==> src/rtl/cpu_pkg.sv <==
// Shared CPU datapath definitions: XLEN, PC step, default reset PC,
// fetch FSM state encoding and an alignment helper.
package cpu_pkg;

   localparam int XLEN = 32;
   localparam logic [XLEN-1:0] PC_STEP          = 32'd4;
   localparam logic [XLEN-1:0] DEFAULT_RESET_PC = 32'h0000_0000;

   typedef enum logic [1:0] {
      ST_BOOT  = 2'd0,
      ST_RUN   = 2'd1,
      ST_STALL = 2'd2,
      ST_FAULT = 2'd3
   } fetch_state_t;

   // Instruction addresses must be word aligned.
   function automatic logic is_misaligned(input logic [XLEN-1:0] addr);
      return (addr[1:0] != 2'b00);
   endfunction

endpackage

==> src/rtl/adder.sv <==
// Unsigned W-bit adder; the carry out is discarded so the sum wraps.
module adder
   import cpu_pkg::*;
#(
   parameter int W = XLEN
) (
   input  logic [W-1:0] a,
   input  logic [W-1:0] b,
   output logic [W-1:0] sum
);

   assign sum = a + b;

endmodule

==> src/rtl/pc_fetch.sv <==
// Program counter and fetch-request stage: one valid/ready request per cycle,
// PC+4 sequencing, branch redirects, stalls and a sticky misaligned-target fault.
module pc_fetch
   import cpu_pkg::*;
#(
   parameter logic [XLEN-1:0] RESET_PC = DEFAULT_RESET_PC
) (
   input  logic            clk,
   input  logic            rst,
   input  logic            stall,
   input  logic            redirect_valid,
   input  logic [XLEN-1:0] redirect_pc,
   input  logic            fetch_ready,
   output logic            fetch_valid,
   output logic [XLEN-1:0] fetch_pc,
   output logic [XLEN-1:0] pc_plus4,
   output logic            fault,
   output logic [XLEN-1:0] issue_count
);

   fetch_state_t    state_r, state_n;
   logic [XLEN-1:0] pc_r, pc_n;
   logic            valid_r, valid_n;
   logic            fault_r, fault_n;
   logic [XLEN-1:0] count_r, count_n;
   logic            accept_s, mis_s, ali_s;

   adder #(.W(XLEN)) u_pc_adder (
      .a   (pc_r),
      .b   (PC_STEP),
      .sum (pc_plus4)
   );

   assign fetch_valid = valid_r;
   assign fetch_pc    = pc_r;
   assign fault       = fault_r;
   assign issue_count = count_r;

   // Next-state and next-register logic of the fetch FSM.
   always_comb begin
      state_n  = state_r;
      pc_n     = pc_r;
      valid_n  = valid_r;
      fault_n  = fault_r;
      count_n  = count_r;
      accept_s = valid_r & fetch_ready;
      mis_s    = redirect_valid & is_misaligned(redirect_pc);
      ali_s    = redirect_valid & ~mis_s;

      case (state_r)
         ST_BOOT, ST_RUN: begin
            if (mis_s) begin
               state_n = ST_FAULT;
               pc_n    = redirect_pc;
               valid_n = 1'b0;
               fault_n = 1'b1;
            end else if (ali_s) begin
               // The redirect replaces any pending request, but a request
               // accepted this same cycle still counts as issued.
               pc_n = redirect_pc;
               if (accept_s) begin
                  count_n = count_r + 32'd1;
               end else begin
                  count_n = count_r;
               end
               if (stall) begin
                  state_n = ST_STALL;
                  valid_n = 1'b0;
               end else begin
                  state_n = ST_RUN;
                  valid_n = 1'b1;
               end
            end else if (accept_s) begin
               count_n = count_r + 32'd1;
               pc_n    = pc_plus4;
               if (stall) begin
                  state_n = ST_STALL;
                  valid_n = 1'b0;
               end else begin
                  state_n = ST_RUN;
                  valid_n = 1'b1;
               end
            end else if (state_r == ST_BOOT) begin
               if (stall) begin
                  state_n = ST_STALL;
                  valid_n = 1'b0;
               end else begin
                  state_n = ST_RUN;
                  valid_n = 1'b1;
               end
            end else begin
               // Pending request is held; a stall never withdraws it.
               state_n = ST_RUN;
               valid_n = 1'b1;
            end
         end
         ST_STALL: begin
            if (mis_s) begin
               state_n = ST_FAULT;
               pc_n    = redirect_pc;
               valid_n = 1'b0;
               fault_n = 1'b1;
            end else if (ali_s) begin
               pc_n    = redirect_pc;
               valid_n = 1'b0;
            end else if (!stall) begin
               state_n = ST_RUN;
               valid_n = 1'b1;
            end else begin
               valid_n = 1'b0;
            end
         end
         ST_FAULT: begin
            valid_n = 1'b0;
            fault_n = 1'b1;
         end
         default: begin
            state_n = ST_BOOT;
            valid_n = 1'b0;
         end
      endcase
   end

   // State and output registers with synchronous reset.
   always_ff @(posedge clk) begin
      if (rst) begin
         state_r <= ST_BOOT;
         pc_r    <= RESET_PC;
         valid_r <= 1'b0;
         fault_r <= 1'b0;
         count_r <= '0;
      end else begin
         state_r <= state_n;
         pc_r    <= pc_n;
         valid_r <= valid_n;
         fault_r <= fault_n;
         count_r <= count_n;
      end
   end

endmodule

==> config.mk <==
export PLATFORM = sky130hd
export DESIGN_NAME = pc_fetch
export DESIGN_NICKNAME = d
export VERILOG_FILES = /design/src/rtl/cpu_pkg.sv /design/src/rtl/adder.sv /design/src/rtl/pc_fetch.sv
export SDC_FILE = /design/constraint.sdc
export NUM_CORES = 1
export LEC_CHECK = 0
export BUFFER_PORTS_ARGS = -buffer_cell sky130_fd_sc_hd__buf_4
export CORE_MARGIN = 4
export CORE_UTILIZATION = 30
export CTS_BUF_LIST = sky130_fd_sc_hd__clkbuf_16
export DETAILED_ROUTE_END_ITERATION = 8
export GPL_ROUTABILITY_DRIVEN = 0
export PLACE_DENSITY_LB_ADDON = 0.05
export SYNTH_ARGS = -nofsm -noshare
export SYNTH_HDL_FRONTEND = slang
export SYNTH_SLANG_ARGS = --single-unit
==> constraint.sdc <==
create_clock -name clk -period 2.77 [get_ports clk]
set_input_delay 0.277 -clock clk [delete_from_list [all_inputs] [get_ports clk]]
set_output_delay 0.277 -clock clk [all_outputs]
set_load 0.1 [all_outputs]
### Yosys cells after proc, flatten, opt, wreduce, memory -nomap -nowiden

Index checks and enable logic that the tools add are counted.

* register bits: 68
* bits in latches: 0
* bits in writable memories: 0
* memory bits (read-only): 0
* input bits: 37
* output and inout bits: 98
* word-level logic and storage cells: 52
* memories kept: 0

* $add $sub $neg: 2
* multipliers: 0
* div/mod/pow operators: 0
* magnitude comparators: 0
* eq/ne operators: 8
* shift operators: 0
* mux-type cells: 25
* bitwise gates (word level): 4
* reductions and logical operators: 8

Operator list (count)
* $mux W32: 5
* $pmux W32 S2: 1
* $add A32 B1 Y32 const B: 1
* $add A32 B3 Y32 const B: 1
* $mux W2: 8
* $ne A3 B3 Y1 const B: 3
* $reduce_and A3 Y1: 3
* $mux W1: 8
* $eq A2 B2 Y1 const B: 2
* $ne A4 B4 Y1 const B: 1
* $pmux W2 S2: 1
* $reduce_bool A2 Y1: 2
* $and A1 B1 Y1: 3
* $pmux W1 S3: 1
* $reduce_or A3 Y1: 1
* $eq A2 B1 Y1 const B: 1
* $logic_not A2 Y1: 1
* $ne A2 B1 Y1 const B: 1
* $pmux W1 S2: 1
* $reduce_or A2 Y1: 1
* $not A1 Y1: 1

### Depth between registers and ports, before layout

Gate-level depths: netlist of run 1.

* depth after elaboration: 7
* depth in mapped cells: 8
* gate-level depth less buffers: 6

### Hierarchy

From an unflattened synthesis of run 1, not the netlist that was laid out.

* cell total of the unflattened synthesis: 629
* area total of the unflattened synthesis: 5233.8 um^2

By module, submodules not included
* pc_fetch: instances 1, cells each 354, area each 3188.1 um^2, sequential area each 1361.3 um^2
* adder: instances 1, cells each 275, area each 2045.7 um^2, sequential area each 0.0 um^2

### Worst setup path before layout of run 1

OpenSTA, ideal clock, no wires.

* kind: reg2out
* from: register pc_r[2] (netlist: fetch_pc[2])
* to: output port pc_plus4[18]
* arrival: 3902 ps
* data required time: 2493 ps
* path slack: -1409 ps
* stages on the path, launching flop included: 7
* buffers on the path: 1
* cell sequence: dfxtp_1 > ha_1 > nand3_1 > nor4_2 > buf_4 > nand3_1 > xnor2_1

* cells in the longest elaborated chain, start to end: 1

Ends and longest elaborated chain
* start: declaration: RTL line pc_fetch.sv:22 `logic [XLEN-1:0] pc_r, pc_n;`
* start signal: assignment: RTL line pc_fetch.sv:134 `pc_r <= pc_n;`
* $add A32 B3 Y32: RTL line adder.sv:12 `assign sum = a + b;`
* end: declaration: RTL line pc_fetch.sv:16 `output logic [XLEN-1:0] pc_plus4,`

Every way passes these cells.

### Final worst setup path of run 1

* from: register pc_r[8] (netlist: fetch_pc[8])
* to: output port pc_plus4[30]

The elaborated chain is that of the path after synthesis.

==> flow_summary.json, run 1 <==
{
  "placed_cell_area_um2": 5690,
  "root_buffer": "clkbuf_16",
  "synth-seq-cells": 68,
  "area_growth_pct": 48.4,
  "rsz0062_at_grt": "no",
  "synth-main-ff-cell": "dfxtp_1",
  "htreeDepth": 3,
  "critPathTopFamily": "simple AND/OR/NAND/NOR gates",
  "hold_viol_final": 0,
  "wl_per_cell_um": 16.6,
  "clkTransAtPathRegs_ps": 60,
  "num_io_pins": 135,
  "required_ps": 2490,
  "nets": 684,
  "rows": 42,
  "fill_cells": 1346,
  "slowest_stage": "dfxtp_4",
  "skew_ps": 6.35,
  "grtUsageTotal_pct": 17.8,
  "mostFrequentLayoutCells": "buf_4, nor2_1, dfxtp_1, nand2_1, nand3_1",
  "min_delay_path_depth": 2,
  "final_common_cell": "buf_4",
  "peakVddDrop_uv": 375,
  "tns_ps": 0,
  "maxSlewHeadroom_pct": 22.9,
  "antenna_found_initial": 0,
  "viasPerCell": 5.12,
  "firstDrtPassIters": 4,
  "crit_buf_inv": 2,
  "grt_overflow": 0,
  "timing.final.crit_period_ps": 2600,
  "drc": 0,
  "grt_first_pass_wirelength_um": 22500,
  "initial_core_util_pct": 30.6,
  "syn_inst": 518,
  "clk_latency_ps": 330,
  "avgSynthCellArea_um2": 7.83,
  "yosysSeqAreaShare_pct": 33.6,
  "dp_slack_ps": 355,
  "async_flop_share_pct": 0,
  "status": "finished clean",
  "die-width_um": 124,
  "finalCritPeriodShare_pct": 94.0,
  "setup_slack_ps": 167,
  "final_area_um2": 6020,
  "end_kind": "output port",
  "drt_wl_total_um": 13700,
  "yosys_warnings": 0,
  "die_area_um2": 15400,
  "worstMarginPinSlew_ps": 1160,
  "reg2reg_setup_slack_ps": 590,
  "worst-setup-path-type": "reg -> out",
  "coreArea_um2": 13200,
  "syn_area_um2": 4050,
  "worst-path-stages": 6,
  "die_h_um": 124,
  "cts_made_buffers": 9,
  "drt_first_iter_violations": 207,
  "drive_gt1_share_pct": 37.1,
  "n_antenna_cell": 0,
  "drv_slew": 0,
  "grt_max_degree": 50,
  "cts_tree": "built",
  "setup_viol": 0,
  "r2r_cells": 5,
  "synth_edf_count": 0,
  "grt_pass1_vias": 4248,
  "cap_violations": 0,
  "via_count": 4226,
  "path_max_fanout": 14,
  "clock_path_buffers": 2,
  "cp_slowest_stage_delay_ps": 370,
  "ant_nets": 0,
  "synth_nets": 557,
  "dpl.hpwl_um": 9970,
  "arrival_ps": 2330,
  "clock_sinks": 68,
  "crit_chain": "nand3_1, nor4_2, buf_4, nand4_1, xnor2_4, buf_6",
  "yosysUniqueCellTypes": 56,
  "power_density_nw_per_um2": 552,
  "max_freq_mhz": 384,
  "cp-start-kind": "register",
  "min_path_type": "in -> reg",
  "io_buffers": 134,
  "power_leakage_nw": 2.44
}
-- cell usage after synthesis (all sizes together) (6+ instances only) --
| cell type | n | share of area, % |
|---|---|---|
| and3 | 13 | 2.0 |
| or3 | 7 | 1.1 |
| nand3 | 30 | 3.7 |
| a31oi | 6 | 0.93 |
| nand4 | 26 | 4.5 |
| inv | 16 | 1.5 |
| o21ai | 23 | 2.8 |
| clkbuf | 30 | 3.3 |
| buf | 9 | 1.3 |
| nor4 | 13 | 2.2 |
| nand2 | 37 | 3.4 |
| xnor2 | 37 | 8.0 |
| dfxtp | 68 | 34 |
| xor2 | 17 | 3.7 |
| a21oi | 27 | 3.3 |
| nor2 | 59 | 5.5 |
| nor3 | 19 | 2.6 |
| a22oi | 6 | 1.1 |
-- state kept, by name, summed over array words and instances, names as in the netlist --
name         cells
fault            1
fetch_valid      1
fetch_pc        32
state_r          2
issue_count     32
-- through the flow --
stage	power, mW	util (%)	std cells	hold WS, ps
2_1_floorplan	1.94	-	518	389
3_3_place_gp	2.17	43.0	808	469
5_1_grt	3.46	45.4	825	147
4_1_cts	3.37	45.3	824	136
3_5_place_dp	2.18	43.0	808	473
6_report	3.32	45.4	825	152
-- what timing repair did --
item	in CTS	in global routing
endpoints found under the hold margin	0	0
gates resized for setup	0	3
endpoints found under the setup margin	1	5
pin swaps	2	1
setup buffers	1	1
hold buffers	0	0
-- final timing paths --
kind,to,from
setup / recovery,pc_plus4[30],fetch_pc[8]
hold / removal,state_r[0],stall
setup reg to reg,fetch_pc[25],fetch_valid
hold reg to reg,issue_count[31],issue_count[31]
-- final cells by class --
type	instances	area [um^2]	area share, %
multi-input cells	395	2860	47.5
clock buffers	10	250	4.16
clock inverters	5	48.8	0.811
repair buffers	155	1170	19.4
inverters	16	60.1	0.998
flip-flops and latches	68	1410	23.5
well taps	176	220	3.66
-- logic make-up (layout without fill, tap and decap cells) --
kind of cell | count (synthesis) | after routing | share of synthesized area, %
adder cells (fa/ha/maj) | 2 | 2 | 0.617
flip-flops | 68 | 68 | 33.6
AND/OR/NAND/NOR | 232 | 232 | 30.4
multiplexers | 5 | 5 | 1.30
XOR/XNOR | 54 | 54 | 11.7
AO/OA/AOI/OAI | 102 | 102 | 16.4
buffers and inverters | 55 | 186 | 6.05
-- power breakdown --
group | leakage (nW) | internal [mW] | total [mW] | switching [mW]
clock network | 0.149 | 0.739 | 1.17 | 0.430
logic | 1.73 | 0.269 | 1.04 | 0.769
registers | 0.567 | 1.03 | 1.11 | 0.0896
total | 2.44 | 2.03 | 3.32 | 1.29
-- metal layers --
layer  global-route usage [%]  share of wire [%]
met5                        0                  0
met3                     6.01                6.2
met2                     29.1                 48
met4                     4.96                1.2
met1                     22.3                 45
Power figures use the tool's default switching activity.
==> inputs of run 2 (changes only) <==
Clock period 2.77 ns to 3.1 ns, I/O delays scaled along.
==> flow_summary.json, run 2 (synthesis gave the netlist of run 1 again) <==
{
  "power_density_nw_per_um2": 488,
  "skew_ps": 7.08,
  "worstHoldStart": "stall",
  "die_area_um2": 15400,
  "final_common_cell": "buf_4",
  "dp_slack_ps": 558,
  "r2r_start": "state_r[1]",
  "clock_sinks": 68,
  "setup_viol": 0,
  "n_antenna_cell": 0,
  "cts_made_buffers": 9,
  "die_h_um": 124,
  "dpl.hpwl_um": 9660,
  "die-width_um": 124,
  "grt_max_degree": 53,
  "reg2reg_setup_slack_ps": 800,
  "grt_first_pass_wirelength_um": 21500,
  "final_cells": 819,
  "coreArea_um2": 13200,
  "drt_wl_total_um": 13300,
  "post_cts_buffers": 0,
  "drive_gt1_share_pct": 33.6,
  "clkTransAtPathRegs_ps": 60,
  "post_cts_resized": 0,
  "dpl.cell_count": 803,
  "setup_slack_ps": 177,
  "rows": 42,
  "max_freq_mhz": 342,
  "cp_slowest_stage_delay_ps": 540,
  "root_buffer": "clkbuf_16",
  "htreeDepth": 3,
  "finalCritPeriodShare_pct": 94.3,
  "status": "finished clean",
  "cp-start-kind": "register",
  "end_kind": "output port",
  "final_area_um2": 5780,
  "path_max_fanout": 9,
  "maxSlewHeadroom_pct": 25.2,
  "cts_tree": "built",
  "wl_met2_um": 6380,
  "via_count": 4176,
  "cap_violations": 0,
  "drv_slew": 0,
  "viasPerCell": 5.10,
  "critPathTopFamily": "simple AND/OR/NAND/NOR gates",
  "rsz0062_at_grt": "no",
  "wl_per_cell_um": 16.3,
  "antenna_found_initial": 0,
  "firstDrtPassIters": 4,
  "grtUsageTotal_pct": 16.9,
  "slowest_stage": "dfxtp_1",
  "wl_met3_um": 729,
  "min_path_type": "in -> reg",
  "crit_buf_inv": 1,
  "peakVddDrop_uv": 210,
  "worst-setup-path-type": "reg -> out",
  "clk_latency_ps": 330,
  "grt_overflow": 0,
  "worstMarginPinSlew_ps": 1120,
  "drt_first_iter_violations": 270,
  "r2r_cells": 5,
  "clock_path_buffers": 2,
  "area_growth_pct": 42.7,
  "crit_top_cell": "nand4_1",
  "arrival_ps": 2610,
  "io_buffers": 134,
  "drc": 0,
  "mostFrequentLayoutCells": "buf_4, nor2_1, dfxtp_1, nand2_1, nand3_1",
  "route.top_layer_used": "met4",
  "power_leakage_nw": 2.36,
  "hold_path_end": "state_r[0]",
  "placed_cell_area_um2": 5520,
  "holdBufCountCts": 0,
  "min_delay_path_depth": 2,
  "ant_nets": 0,
  "timing.final.crit_period_ps": 2920,
  "num_io_pins": 135,
  "required_ps": 2790,
  "crit_chain": "nand4_1, nor3_1, nand4_1, xnor2_4, buf_4",
  "r2r-end": "fetch_pc[17]",
  "wl_met1_um": 6030,
  "grt_pass1_vias": 4102,
  "initial_core_util_pct": 30.6,
  "nets": 677,
  "hold_viol_final": 0
}
-- run 2: cell types whose count changed in the layout (fill, tap and decap cells not counted), moves of 2 or more --
cell      change
nor3_1        +2
nor3_2        -2
xnor2_2       +3
dfxtp_1      +14
buf_4         -6
xnor2_4       -5
dfxtp_2       -6
clkinv_2      +3
dfxtp_4       -8
xnor2_1       +2
-- run 2: power breakdown --
group          leakage, nW  switching, mW  total [mW]  internal, mW
Sequential           0.559         0.0768       0.992         0.915
Clock                0.134          0.394       0.923         0.530
Combinational         1.67          0.682       0.909         0.227
Total                 2.36           1.15        2.82          1.67
-- run 2: worst max-delay path by stage --
stage	from	end	slack, ps	cells after the start
final	fetch_pc[16]	pc_plus4[25]	180	5
after floorplan	fetch_pc[14]	pc_plus4[18]	-250	5
after detailed placement	fetch_pc[16]	pc_plus4[25]	560	5
after global routing	fetch_pc[16]	pc_plus4[25]	20	5
after global placement	fetch_pc[16]	pc_plus4[25]	600	5
after CTS	fetch_pc[16]	pc_plus4[25]	190	5
-- run 2: final cells by class --
type	instances	area, um^2
fillers	1332	7460
clock buffers	9	225
repair buffers	148	1110
multi-input cells	395	2760
well taps	176	220
flip-flops and latches	68	1380
inverters	16	60.1
clock inverters	7	35.0
-- run 2: metal layers --
layer  vias up  GRT usage, %
met5         -             0
met4         0          5.16
met3        13          4.38
met2        97          28.4
met1      1964          21.2
li1       2102             -
-- run 2: through the flow --
stage | total power, mW | setup TNS, ps | hold WS [ps] | utilization [%]
3_5_place_dp | 1.92 | 0 | 470 | 41.7
6_report | 2.82 | 0 | 185 | 43.7
2_1_floorplan | 1.72 | -340 | 422 | -
5_1_grt | 2.93 | 0 | 183 | 43.7
4_1_cts | 2.85 | 0 | 175 | 43.7
3_3_place_gp | 1.92 | 0 | 471 | 41.7
==> inputs of run 3 (changes only) <==
Settings changed: CORE_UTILIZATION 30 to 35, GPL_TIMING_DRIVEN from default to 0, SLEW_MARGIN from default to 20.
==> flow_summary.json, run 3 (synthesis gave the netlist of run 1 again) <==
{
  "cap_violations": 0,
  "clk_latency_ps": 340,
  "viasPerCell": 5.43,
  "ant_nets": 0,
  "end_kind": "output port",
  "drt_wl_total_um": 13900,
  "maxSlewHeadroom_pct": 46.3,
  "grt_max_degree": 12,
  "grt_first_pass_wirelength_um": 21700,
  "worstMarginPinSlew_ps": 803,
  "min_delay_path_depth": 2,
  "cp-start-kind": "register",
  "die_area_um2": 13400,
  "die-width_um": 116,
  "power_mw": 3.00,
  "coreArea_um2": 11400,
  "path_max_fanout": 7,
  "mostFrequentLayoutCells": "buf_4, nor2_1, dfxtp_1, nand2_1, nand3_1",
  "max_freq_mhz": 342,
  "grtUsageTotal_pct": 20.9,
  "post-route-util_pct": 51.7,
  "num_io_pins": 135,
  "drc": 0,
  "nets": 702,
  "power_leakage_nw": 2.42,
  "arrival_ps": 2620,
  "hold_slack_ps": 190,
  "drive_gt1_share_pct": 31.6,
  "clock_sinks": 68,
  "die_h_um": 116,
  "drv_slew": 0,
  "cts_made_buffers": 9,
  "clkTransAtPathRegs_ps": 50,
  "clock_path_buffers": 2,
  "grt_overflow": 0,
  "final_common_cell": "buf_4",
  "setup_viol": 0,
  "root_buffer": "clkbuf_16",
  "finalCritPeriodShare_pct": 94.4,
  "n_antenna_cell": 0,
  "r2r_cells": 6,
  "grt_pass1_vias": 4091,
  "crit_top_cell": "buf_4",
  "wl_per_cell_um": 17.1,
  "required_ps": 2790,
  "final_cells": 811,
  "power_density_nw_per_um2": 510,
  "peakVddDrop_uv": 454,
  "firstDrtPassIters": 4,
  "placed_cell_area_um2": 5550,
  "status": "finished clean",
  "dpl.hpwl_um": 10500,
  "hold_viol_final": 0,
  "dpl.cell_count": 794,
  "area_growth_pct": 45.1,
  "drt_first_iter_violations": 215,
  "min_path_type": "in -> reg",
  "initial_core_util_pct": 35.7,
  "via_count": 4403,
  "antenna_found_initial": 0,
  "rows": 39,
  "htreeDepth": 3,
  "slowest_stage": "dfxtp_2",
  "io_buffers": 133,
  "cp_slowest_stage_delay_ps": 380,
  "worst-setup-path-type": "reg -> out",
  "skew_ps": 4.48,
  "timing.final.crit_period_ps": 2930,
  "crit_chain": "ha_1, nand3_1, nor4_4, buf_4, nand4_1, xnor2_4, buf_4",
  "holdBufCountCts": 0,
  "final_area_um2": 5880,
  "cts_tree": "built"
}
==> run 3: changes by cell type in the layout (fill, tap and decap cells not counted), sizes merged <==
cell,change
clkinv,-3
buf,-5
inv,+1
clkbuf,+30
bufinv,+2
==> run 3: worst max-delay path: cells and delay by family, from the launching register on <==
kind,cells,cell delay (ps)
DFF,1,380
and+or+nand+nor,3,950
xor gates and xnor gates,1,210
adders and majority gates,1,230
buffers and inverters,2,500
==> run 3: final cells by class <==
class                   instances  area [um^2]
plain buffers                  39          186
clock buffers                   9          225
clock inverters                 7         83.8
fillers                      1131         5490
inverters                      16         60.1
multi-input cells             395         2770
flip-flops and latches         68         1380
well taps                     143          179
repair buffers                134         1010
==> run 3: worst paths after layout <==
kind / slack (ps) / startpoint / end
worst max-delay path: 170 / fetch_pc[2] / pc_plus4[30]
worst min register to register: 490 / issue_count[31] / issue_count[31]
worst min-delay path: 190 / stall / state_r[0]
worst max register to register: 570 / issue_count[0] / issue_count[28]
==> run 3: metrics by stage <==
stage,setup slack [ps],TNS (ps)
2_1_floorplan,-250,-340
3_3_place_gp,325,0
3_5_place_dp,334,0
4_1_cts,29.1,0
5_1_grt,-11.5,-11.5
6_report,173,0
==> run 3: layer usage <==
| metal | part of all wire (%) | vias up | GRT usage (%) | wire [um] |
|---|---|---|---|---|
| met5 | 0 | - | 0 | 0 |
| met4 | 1.5 | 0 | 5.57 | 212 |
| met3 | 6.5 | 18 | 5.59 | 909 |
| met2 | 50 | 128 | 36.1 | 6900 |
| met1 | 42 | 2098 | 25.8 | 5880 |
| li1 | - | 2159 | - | - |
==> run 3: power by group <==
| part | internal [mW] | switching [mW] |
|---|---|---|
| sequential | 0.915 | 0.0669 |
| clock | 0.694 | 0.390 |
| combinational | 0.231 | 0.705 |
==> run 3: repair_timing <==
action	CTS	global route
pin swaps	0	1
setup buffers	0	1
endpoints found under the setup margin	3	7
resized for setup	1	2
